File: config.mk
export PLATFORM = sky130hd
export DESIGN_NAME = rv_decode_skid_stage
export DESIGN_NICKNAME = d
export VERILOG_FILES = /design/src/rtl/rv_decode_skid_stage.sv
export SDC_FILE = /design/constraint.sdc
export NUM_CORES = 1
export LEC_CHECK = 0
export BUFFER_PORTS_ARGS = -buffer_cell sky130_fd_sc_hd__buf_2
export CAP_MARGIN = 10
export CORE_UTILIZATION = 29
export CTS_CLUSTER_DIAMETER = 50
export DETAILED_ROUTE_END_ITERATION = 10
export PLACE_DENSITY_LB_ADDON = 0.3
export SYNTH_ARGS = -nofsm -noshare
export SYNTH_HDL_FRONTEND = slang
export SYNTH_SLANG_ARGS = --single-unit
export TNS_END_PERCENT = 30
File: constraint.sdc
create_clock -name clk -period 14.6 [get_ports clk]
set_clock_uncertainty 0.05 [all_clocks]
set_input_delay 1.46 -clock clk [delete_from_list [all_inputs] [get_ports clk]]
set_output_delay 1.46 -clock clk [all_outputs]
set_load 0.01 [all_outputs]
File: src/rtl/rv_decode_skid_stage.sv
// RV32I/M/Zicsr decode stage with a 2-entry skid buffer.
// Valid/ready: a transfer happens on a rising edge where valid and ready are both
// high. in_ready depends only on the buffer occupancy, so execute back-pressure
// never reaches fetch combinationally. Every out_* is a register loaded from the
// entry that will be the head after the edge.
module rv_decode_skid_stage #(
  parameter int XLEN        = 32,
  parameter int PC_BITWIDTH = 32,
  parameter int ENABLE_M    = 1,
  parameter int ENABLE_CSR  = 1
) (
  input  logic                   clk,
  input  logic                   reset,
  input  logic                   flush,
  input  logic                   in_valid,
  output logic                   in_ready,
  input  logic [31:0]            in_IR,
  input  logic [PC_BITWIDTH-1:0] in_PC,
  output logic                   out_valid,
  input  logic                   out_ready,
  output logic [31:0]            out_IR,
  output logic [PC_BITWIDTH-1:0] out_PC,
  output logic [4:0]             out_rs1,
  output logic [4:0]             out_rs2,
  output logic [4:0]             out_rd,
  output logic [XLEN-1:0]        out_imm,
  output logic [19:0]            out_ctl,
  output logic                   out_illegal
);

  typedef struct packed {
    logic [31:0]            ir;
    logic [PC_BITWIDTH-1:0] pc;
    logic [XLEN-1:0]        imm;
    logic [19:0]            ctl;
    logic                   illegal;
  } entry_t;

  typedef enum logic [2:0] {FMT_NONE, FMT_I, FMT_S, FMT_B, FMT_U, FMT_J} fmt_t;

  localparam logic [4:0] OPC_LOAD   = 5'b00000;
  localparam logic [4:0] OPC_MISC   = 5'b00011;
  localparam logic [4:0] OPC_OP_IMM = 5'b00100;
  localparam logic [4:0] OPC_AUIPC  = 5'b00101;
  localparam logic [4:0] OPC_STORE  = 5'b01000;
  localparam logic [4:0] OPC_OP     = 5'b01100;
  localparam logic [4:0] OPC_LUI    = 5'b01101;
  localparam logic [4:0] OPC_BRANCH = 5'b11000;
  localparam logic [4:0] OPC_JALR   = 5'b11001;
  localparam logic [4:0] OPC_JAL    = 5'b11011;
  localparam logic [4:0] OPC_SYSTEM = 5'b11100;

  entry_t     buf_q [2];
  entry_t     buf_d [2];
  logic       head_q, head_d, tail;
  logic [1:0] count_q, count_d;
  logic       push, pop;

  entry_t      dec;
  fmt_t        fmt;
  logic [31:0] imm32;
  logic [19:0] ctl;
  logic        ill, rd_nz;
  logic [2:0]  funct3;

  assign in_ready = (count_q != 2'd2);

  // Decode the incoming instruction into control vector, immediate and illegal flag.
  always_comb begin
    ctl    = '0;
    ill    = 1'b0;
    fmt    = FMT_NONE;
    rd_nz  = (in_IR[11:7] != 5'd0);
    funct3 = in_IR[14:12];
    if (in_IR[1:0] != 2'b11) begin
      ill = 1'b1;
    end else begin
      case (in_IR[6:2])
        OPC_OP: begin
          ctl[0] = 1'b1; ctl[1] = 1'b1; ctl[3] = rd_nz;
          if (in_IR[25]) begin
            ctl[5] = 1'b1;
            ill    = (ENABLE_M == 0);
          end else begin
            ctl[4] = 1'b1;
          end
        end
        OPC_OP_IMM: begin
          ctl[0] = 1'b1; ctl[2] = 1'b1; ctl[3] = rd_nz; ctl[4] = 1'b1; fmt = FMT_I;
        end
        OPC_LUI:    begin ctl[2] = 1'b1; ctl[3] = rd_nz; ctl[6] = 1'b1; fmt = FMT_U; end
        OPC_AUIPC:  begin ctl[2] = 1'b1; ctl[3] = rd_nz; ctl[7] = 1'b1; fmt = FMT_U; end
        OPC_JAL:    begin ctl[3] = rd_nz; ctl[8] = 1'b1; fmt = FMT_J; end
        OPC_JALR: begin
          ctl[0] = 1'b1; ctl[2] = 1'b1; ctl[3] = rd_nz; ctl[9] = 1'b1; fmt = FMT_I;
        end
        OPC_BRANCH: begin ctl[0] = 1'b1; ctl[1] = 1'b1; ctl[10] = 1'b1; fmt = FMT_B; end
        OPC_LOAD: begin
          ctl[0] = 1'b1; ctl[2] = 1'b1; ctl[3] = rd_nz; ctl[11] = 1'b1; fmt = FMT_I;
        end
        OPC_STORE: begin
          ctl[0] = 1'b1; ctl[1] = 1'b1; ctl[2] = 1'b1; ctl[12] = 1'b1; fmt = FMT_S;
        end
        OPC_MISC: begin
          // Plain FENCE is a legal no-op for this in-order core.
          if (funct3 == 3'b001)      ctl[15] = 1'b1;
          else if (funct3 != 3'b000) ill = 1'b1;
        end
        OPC_SYSTEM: begin
          if (funct3 == 3'b000) begin
            case (in_IR[31:20])
              12'h000: ctl[18] = 1'b1;
              12'h001: ctl[19] = 1'b1;
              12'h302: ctl[16] = 1'b1;
              12'h105: ctl[17] = 1'b1;
              default: ill = 1'b1;
            endcase
          end else if (funct3 == 3'b100) begin
            ill = 1'b1;
          end else begin
            // Register forms read rs1; immediate forms (funct3[2]=1) use the zimm field.
            ctl[0]  = ~funct3[2];
            ctl[3]  = rd_nz;
            ctl[13] = 1'b1;
            ctl[14] = (in_IR[19:15] != 5'd0);
            fmt     = FMT_I;
            ill     = (ENABLE_CSR == 0);
          end
        end
        default: ill = 1'b1;
      endcase
    end
    if (ill) ctl = '0;
  end

  // Build the sign-extended immediate for the decoded format.
  always_comb begin
    imm32 = '0;
    case (fmt)
      FMT_I:   imm32 = {{20{in_IR[31]}}, in_IR[31:20]};
      FMT_S:   imm32 = {{20{in_IR[31]}}, in_IR[31:25], in_IR[11:7]};
      FMT_B:   imm32 = {{19{in_IR[31]}}, in_IR[31], in_IR[7], in_IR[30:25], in_IR[11:8], 1'b0};
      FMT_U:   imm32 = {in_IR[31:12], 12'b0};
      FMT_J:   imm32 = {{11{in_IR[31]}}, in_IR[31], in_IR[19:12], in_IR[20], in_IR[30:21], 1'b0};
      default: imm32 = '0;
    endcase
    dec         = '0;
    dec.ir      = in_IR;
    dec.pc      = in_PC;
    dec.imm     = {XLEN{imm32[31]}};
    dec.imm[31:0] = imm32;
    dec.ctl     = ctl;
    dec.illegal = ill;
  end

  // Buffer next state: flush wins; otherwise write at tail and advance head on pop.
  always_comb begin
    push    = in_valid && in_ready && !flush;
    pop     = out_valid && out_ready && !flush;
    tail    = head_q ^ (count_q == 2'd1);
    buf_d   = buf_q;
    head_d  = head_q;
    count_d = count_q;
    if (flush) begin
      head_d  = 1'b0;
      count_d = 2'd0;
    end else begin
      if (push) buf_d[tail] = dec;
      if (pop)  head_d = ~head_q;
      count_d = count_q + {1'b0, push} - {1'b0, pop};
    end
  end

  // Buffer storage, head pointer and occupancy.
  always_ff @(posedge clk or posedge reset) begin
    if (reset) begin
      buf_q[0] <= '0;
      buf_q[1] <= '0;
      head_q   <= 1'b0;
      count_q  <= 2'd0;
    end else begin
      buf_q   <= buf_d;
      head_q  <= head_d;
      count_q <= count_d;
    end
  end

  // Output registers follow the next head entry; datapath holds when the buffer empties.
  always_ff @(posedge clk or posedge reset) begin
    if (reset) begin
      out_valid   <= 1'b0;
      out_IR      <= '0;
      out_PC      <= '0;
      out_rs1     <= '0;
      out_rs2     <= '0;
      out_rd      <= '0;
      out_imm     <= '0;
      out_ctl     <= '0;
      out_illegal <= 1'b0;
    end else if (count_d != 2'd0) begin
      out_valid   <= 1'b1;
      out_IR      <= buf_d[head_d].ir;
      out_PC      <= buf_d[head_d].pc;
      out_rs1     <= buf_d[head_d].ir[19:15];
      out_rs2     <= buf_d[head_d].ir[24:20];
      out_rd      <= buf_d[head_d].ir[11:7];
      out_imm     <= buf_d[head_d].imm;
      out_ctl     <= buf_d[head_d].ctl;
      out_illegal <= buf_d[head_d].illegal;
    end else begin
      out_valid   <= 1'b0;
      out_ctl     <= '0;
      out_illegal <= 1'b0;
    end
  end

endmodule
* After elaboration in Yosys (flattened, before gate mapping)
Cells that the tools add are included.
W data, S select, Z words.
** Word-level totals
- Flip-flop bits (word level) :: 370
- Bits in latches :: 0
- Bits in writable memories :: 0
- Memory bits (read-only) :: 0
- Input port bits :: 69
- Output and inout port bits :: 134
- Logic and storage cells :: 133
- Memories :: 0
** Cells by class
- Add/subtract/negate cells :: 2
- Multipliers :: 0
- Div/mod/pow operators :: 0
- $lt $le $gt $ge :: 3
- Equal/unequal tests :: 23
- Shifts and indexed selects :: 0
- Muxes and demuxes :: 58
- Bitwise logic cells :: 5
- Reductions and logical operators :: 21
** Operator list (number)
- $mux W117 :: 4
- $mux W234 :: 2
- $bwmux W234 :: 1
- $pmux W32 S5 :: 1
- $demux W117 S1 :: 1
- $mux W20 :: 3
- $mux W1 :: 34
- $eq A5 B5 Y1 const B :: 4
- $pmux W3 S6 :: 1
- $eq A5 B4 Y1 const B :: 3
- $eq A12 B1 Y1 const B :: 1
- $eq A12 B10 Y1 const B :: 1
- $eq A12 B9 Y1 const B :: 1
- $logic_not A12 Y1 :: 1
- $reduce_or A6 Y1 :: 2
- $eq A5 B3 Y1 const B :: 2
- $reduce_bool A5 Y1 :: 2
- $eq A3 B3 Y1 const B :: 3
- $reduce_or A9 Y1 :: 1
- $mux W2 :: 4
- $mux W4 :: 2
- $reduce_or A7 Y1 :: 1
- $eq A3 B1 Y1 const B :: 2
- $eq A3 B2 Y1 const B :: 2
- 22 further kinds :: 33

* Logic depth before layout (Yosys ltp)
Gate-level depths: netlist of run 1.
- Word-level depth :: 14
- Mapped depth :: 15
- Mapped depth without buffers :: 12

* Least setup slack after synthesis of run 1
OpenSTA, ideal clock, no wires.
- Kind :: input -> register
- Start point :: input port flush
- End point :: register out_imm[4]
- Library setup time :: 0.126 ns
- Arrival time :: 3.376 ns
- Data required time :: 14.424 ns
- Path slack :: 11.048 ns
- Cell stages on the path :: 12
- Path buffers :: 3
- Cell sequence :: nand3b_1 ha_1 inv_1 ha_1 xor3_1 nor2_1 or2_1 clkbuf_1 buf_2 nor2_1 clkbuf_8 a221o_1
** On the way
- Cells in the longest elaborated chain, start to end :: 8
- Elaborated cells on any way between the ends :: 15
- Those cells by class :: add/sub: 2; mux: 8; bitwise: 1; reduce/logical: 4
** RTL lines
- start, declared :: RTL line 14 : input logic flush,
- branches (longest 8 deep; another with $add A2 B1 Y2)
- end signal, assigned :: RTL line 207 : out_imm <= buf_d[head_d].imm;
- end, declared :: RTL line 26 : output logic [XLEN-1:0] out_imm,
Several ways; the timed one is not identified. The select of a mux whose other input is x is not followed.
A chain may end at the register's enable or synchronous reset.

* Final worst setup path of run 1
- Start point :: input port flush
- End point :: register out_imm[14]
The elaborated chain is that of the path after synthesis.

==> impl_results.md, run 1 <==
* Register area at 0.00888 mm²
* Hold path cells at 2
* Largest area contributor in the netlist: dfrtp_1
* R2R Path Start: count_q[0]
* Setup bufs post-CTS at 0
* Vias in the first global route at 11.9k
* Slew headroom at 23.8%
* CTS tree: built
* Drt total wl at 45400 µm
* Fillers at 5384
* Max-cap viol count at 0
* Final nets at 1793
* Most common cell after layout, fill and taps aside: nand2_1
* Chip height at 232 µm
* Async S/R FF share, synth at 100%
* Critical Path AT at 4.79 ns
* Final Setup Violations at 0
* Clock latency at the later pin of the worst-skew pair at 0.58 ns
* Fmax at 226 MHz
* Power density over the cells at 187 mW/mm²
* Setup CP Type: in2reg
* Layout area overhead at 19.0%
* Drt wl/cell at 18.5 µm
* Cells after Synth at 1580
* IO Count at 203
* DRC viols at 0
* Num rows at 84
* Core Area at 0.0524 mm²
* Reg2reg end: out_imm[14]
* H-tree Lvls at 2
* Synth top area share at 57.7%
* Routed via count at 12.0k
* Final slew viol count at 0
* Post-CTS Hold Fix Bufs at 0
* Initial Util at 29.3%
* Worst hold path startpoint: buf_q[80]
* Tcrit/Tclk final at 30.3%
* EDFF count, synth at 0
* Leakage at 0.00897 µW
* GRT Resource Usage Total at 17.0%
* Length in cells of the worst reg-to-reg path at 13
* Critical Path Start Type: input port
* Grt total ovfl at 0
* Main flop type after synthesis: dfrtp_1
* Final hold viol count at 0
* Worst Setup SP: flush
* Critical-path top delay cell: inv_1
* Routability congestion estimate at 0.792
* TritonCTS sink count at 355
* Multi-input combinational cell area at 0.00583 mm²
* Largest cells by area after synthesis: dfrtp_1 58%, nand2_1 12%, o21ai_0 3.1%
* Design Power at 3410 µW
* First DRT Iteration DRCs at 785
* Hold EP: buf_q[80]
* Max IR drop VDD at 87.0 µV
* Vias per std cell at 4.91
* Mean Syn Cell Area at 9.74 µm²
* Clock root buffer: clkbuf_16
* Seq/Total Area, Yosys at 57.7%
* Distinct cells, synth at 74
* RSZ-0062 raised after global routing: false
* Input/output buffers at 202
* Post-DP HPWL at 29600 µm
* Most frequent cells in the layout: 479 x nand2_1, 355 x dfrtp_1, 202 x buf_2
* Die X at 232 µm
* Full die area at 0.0540 mm²
* Critical Path End Type: flip-flop
* Clk pin slew, worst setup/hold paths at 0.05 ns
* Worst path cell trace: buf_2, nand3b_1, ha_1, inv_1, ha_1, xor3_1, nor2_1, or2_4, inv_1, buf_4, nand2_1, nor2_1, a21oi_1
* Setup total negative slack at 0 ns
* Clock buffer depth at 3
* Mapped Area at 0.0154 mm²
* Worst Path Required at 14.97 ns
* Tmin final at 4.43 ns
* Cells resized by post-CTS repair at 0
* Hold Slack at 0.412 ns
* Post-Syn Nets at 1651
* Hold crit path type: reg2reg
* Layout cells sized above 1 at 20.3%
* CP Max Fanout at 77
* Tightest Pin Transition at 1.14 ns
* Ys Warns at 0
* Largest net degree at the start of global routing at 83
* Max stage delay on crit path at 0.55 ns
* Initial antenna violation count at 10
* Worst R2R Setup Slack at 10.74 ns
* Antenna viol nets, final at 0
* Outcome: finished clean
* Number of CTS-inserted buffers at 44
* First drt pass iteration count at 5
* First-pass GRT wire length at 70500 µm
* Flops & latches, synth at 355
==> flip-flops by register name, indices dropped and copies added (netlist names), 2 cells and up <==
register and cells:
buf_q 234, out_IR 32, out_PC 32, out_imm 32, out_ctl 20, count_q 2
==> cells in the mapped netlist, types with 20 or more instances <==
| library cell | instances |
|---|---|
| nand3_1 | 53 |
| clkbuf_1 | 63 |
| o21ai_1 | 50 |
| dfrtp_1 | 355 |
| mux2i_1 | 45 |
| nor2_1 | 55 |
| mux2_2 | 36 |
| a21oi_1 | 64 |
| o21ai_0 | 94 |
| nand2_1 | 479 |
| inv_1 | 22 |
| buf_2 | 24 |
| and3_1 | 20 |
==> logic make-up (layout without fill, tap and decap cells) <==
family / after synthesis / count (layout) / share of synthesized area, %
other: 0 / 2 / 0
XOR/XNOR: 2 / 2 / 0.211
adder cells (fa/ha/maj): 2 / 2 / 0.163
flip-flops: 355 / 355 / 57.7
multiplexers: 81 / 81 / 5.56
buffers and inverters: 146 / 323 / 4.66
AO/OA/AOI/OAI: 323 / 323 / 13.0
AND/OR/NAND/NOR: 671 / 671 / 18.7
==> worst max-delay path by stage <==
| stage | depth (start not counted) | slack (ns) | to |
|---|---|---|---|
| 3_3_place_gp | 13 | 9.59 | out_imm[15] |
| 2_1_floorplan | 1 | 3.24 | buf_q[0] |
| 3_5_place_dp | 13 | 9.55 | out_imm[18] |
| 6_report | 13 | 10.17 | out_imm[14] |
| 4_1_cts | 13 | 10.15 | out_imm[13] |
| 5_1_grt | 13 | 9.91 | out_imm[15] |
==> worst max-delay path, delay by kind of cell <==
family / cells / cell delay (ns)
simple gates: 5 / 1.36
buf+inv: 4 / 1.12
fa+ha+maj: 2 / 0.45
xor+xnor: 1 / 0.21
compound gates: 1 / 0.15
==> per-layer routing <==
metal | vias to the layer above | share of wire, % | track usage [%]
met2 | 353 | 45 | 26.2
met3 | 89 | 6.8 | 4.29
met1 | 5910 | 45 | 22.8
li1 | 5653 | - | -
met4 | 16 | 2.8 | 6.21
met5 | - | 0.22 | 0
==> report_power, final <==
| part | internal (µW) | switching [µW] | total (µW) |
|---|---|---|---|
| logic | 332 | 547 | 879 |
| clock network | 663 | 440 | 1100 |
| registers | 1300 | 133 | 1430 |
==> area by class of cell <==
| type | instances | share of cell area (%) |
|---|---|---|
| diodes | 2 | 0.0273 |
| clock buffers | 66 | 7.18 |
| clock inverters | 15 | 0.998 |
| inverters | 23 | 0.513 |
| multi-input cells | 1079 | 31.8 |
| flip-flops and latches | 355 | 48.5 |
| well taps | 688 | 4.70 |
| repair buffers | 219 | 6.22 |
==> metrics by stage <==
| stage | std cells | util [%] | setup slack [ns] | cell area [µm²] |
|---|---|---|---|---|
| after global placement | 2364 | 32.0 | 9.59 | 16800 |
| after global routing | 2447 | 34.9 | 9.91 | 18300 |
| after detailed placement | 2364 | 32.0 | 9.55 | 16800 |
| after CTS | 2445 | 34.9 | 10.15 | 18300 |
| after floorplan | 1580 | - | 3.24 | 15400 |
| final | 2447 | 34.9 | 10.17 | 18300 |
No activity file was read; power rests on OpenSTA's default activity.
==> inputs of run 2 (changes only) <==
==> constraint.sdc (replaced) <==
create_clock -name clk -period 4.25 [get_ports clk]
set_clock_uncertainty 0.05 [all_clocks]
set_input_delay 0.425 -clock clk [delete_from_list [all_inputs] [get_ports clk]]
set_output_delay 0.425 -clock clk [all_outputs]
set_load 0.01 [all_outputs]
==> run 2 against run 1 <==
Effect of this change:
- register-to-register slack lost 9.6 ns
- critical path depth fell by 2
- sequential power rose to 3.4 times the previous value
- power rose to 3.4 times the previous value
- clock power increased to 3.4 times the previous value
- wire length up 0.46%
- highest routed layer unchanged
- critical endpoint is now out_imm[26]
- global-route usage increased by 0.10 points
- utilization is 0.31 points higher
- setup slack lost 9.0 ns
==> impl_results.md, run 2 (same netlist as run 1, synthesis figures left out) <==
* TritonCTS sink count at 355
* CP top delay family: simple AND/OR/NAND/NOR gates
* Input/output buffers at 202
* IO Count at 203
* Fillers at 5311
* Critical Path AT at 3.56 ns
* Final Setup Violations at 0
* Worst Path Required at 4.73 ns
* Clk pin slew, worst setup/hold paths at 0.06 ns
* CTS tree: built
* Critical-path top delay cell: buf_4
* Layout cells sized above 1 at 20.8%
* Post-DP HPWL at 29800 µm
* RSZ-0062 raised after global routing: false
* Max IR drop VDD at 307 µV
* Tmin final at 3.08 ns
* DRC viols at 0
* Critical Path End Type: flip-flop
* Full die area at 0.0540 mm²
* H-tree Lvls at 2
* Power density over the cells at 635 mW/mm²
* Most frequent cells in the layout: 479 x nand2_1, 355 x dfrtp_1, 202 x buf_2
* Drt wl/cell at 18.5 µm
* Max reg flops at 234
* Leakage at 0.00904 µW
* Clock share of power at 32.1%
* Setup CP Type: reg2reg
* Worst path cell trace: nand2b_1, nand3b_1, ha_1, inv_1, ha_1, xor3_1, nor2_1, or2_4, buf_4, a21o_1, o22a_1
* Core Area at 0.0524 mm²
* Chip height at 232 µm
* Cell mode on critical path: ha_1
* Net Sw Power at 3890 µW
* First-pass GRT wire length at 71300 µm
* Initial antenna violation count at 8
* Post-CTS Hold Fix Bufs at 4
* Clock buffer depth at 3
* Buf/Inv on CP at 2
* Grt total ovfl at 0
* Layout area overhead at 20.1%
* Outcome: finished clean
* Slew headroom at 32.8%
* Register area at 0.00888 mm²
* Biggest register: buf_q
* Worst R2R Setup Slack at 1.17 ns
* Max stage delay on crit path at 0.55 ns
* CP Max Fanout at 53
* Post-place setup slack at 1.02 ns
* Hold crit path type: in2reg
* Tightest Pin Transition at 1.00 ns
* Vias in the first global route at 11.9k
* Tcrit/Tclk final at 72.5%
* Largest net degree at the start of global routing at 156
* Fmax at 324 MHz
* Antenna viol nets, final at 0
* Logic pwr share at 26.1%
* First drt pass iteration count at 5
* Final nets at 1805
* Clock latency at the later pin of the worst-skew pair at 0.59 ns
* Num rows at 84
* Design Power at 11700 µW
* Final hold viol count at 0
* Final slew viol count at 0
* Critical Path Start Type: flip-flop
* Hold Slack at 0.0405 ns
* Clock root buffer: clkbuf_16
* Routability congestion estimate at 0.792
* Sw frac at 33.1%
* Drt total wl at 45600 µm
* GRT Resource Usage Total at 17.1%
* Die X at 232 µm
* Initial Util at 29.3%
* Setup bufs post-CTS at 0
* Vias per std cell at 4.90
* Number of CTS-inserted buffers at 44
* Post-route setup slack at 1.17 ns
* First DRT Iteration DRCs at 862
* Most common cell after layout, fill and taps aside: nand2_1
* Multi-input combinational cell area at 0.00583 mm²
* Cells resized by post-CTS repair at 0
* Pint at 7850 µW
* Setup total negative slack at 0 ns
* Max-cap viol count at 0
* Routed via count at 12.1k
* Reg power frac at 41.8%
## run 2: worst paths after layout
path | startpoint | endpoint | depth (start not counted)
worst max-delay path | count_q[0] | out_imm[26] | 11
worst min-delay path | in_PC[14] | buf_q[67] | 3
worst max register to register | count_q[0] | out_imm[26] | 11
worst min register to register | buf_q[55] | buf_q[55] | 2
max in group asynchronous | reset | buf_q[99] | 4
min in group asynchronous | reset | out_ctl[4] | 3
## run 2: metal layers
layer  GRT usage, %  wire length, µm  up-vias
li1               -                -     5667
met1           23.2            20900     5975
met2           26.6            20500      330
met3           4.17             3100       75
met4           5.53             1050        8
met5              0               46        -
## run 2: power by group through the flow
stage               clock [µW]  sequential [µW]  combinational [µW]
floorplan                    0             5060                1930
global placement             0             4950                3030
detailed placement           0             4980                3090
CTS                       3870             4930                3110
global route              4010             5040                3480
finish                    3760             4910                3060
## run 2: worst reg2reg max path, delay by kind of cell (launching register included)
| kind | cells | cell delay [ns] |
|---|---|---|
| AND/OR/NAND/NOR | 4 | 0.73 |
| XOR/XNOR | 1 | 0.23 |
| AO/OA/AOI/OAI | 2 | 0.63 |
| adder cells (fa/ha/maj) | 2 | 0.36 |
| buffers and inverters | 2 | 0.62 |
| flip-flops | 1 | 0.41 |
## run 2: final cells by class
type / count / share of cell area (%)
timing repair buffer: 231 / 7.04
inverter: 23 / 0.488
multi-input combinational: 1079 / 31.6
antenna: 4 / 0.0542
sequential: 355 / 48.1
clock buffer: 61 / 7.01
tap: 688 / 4.66
clock inverter: 18 / 1.09
## run 2: stage by stage
stage	utilization (%)	std cells	cell area, µm²
final	35.2	2459	18500
after global routing	35.2	2458	18500
after CTS	35.2	2455	18500
after detailed placement	32.3	2372	16900
after global placement	32.3	2372	16900
after floorplan	-	1580	15400
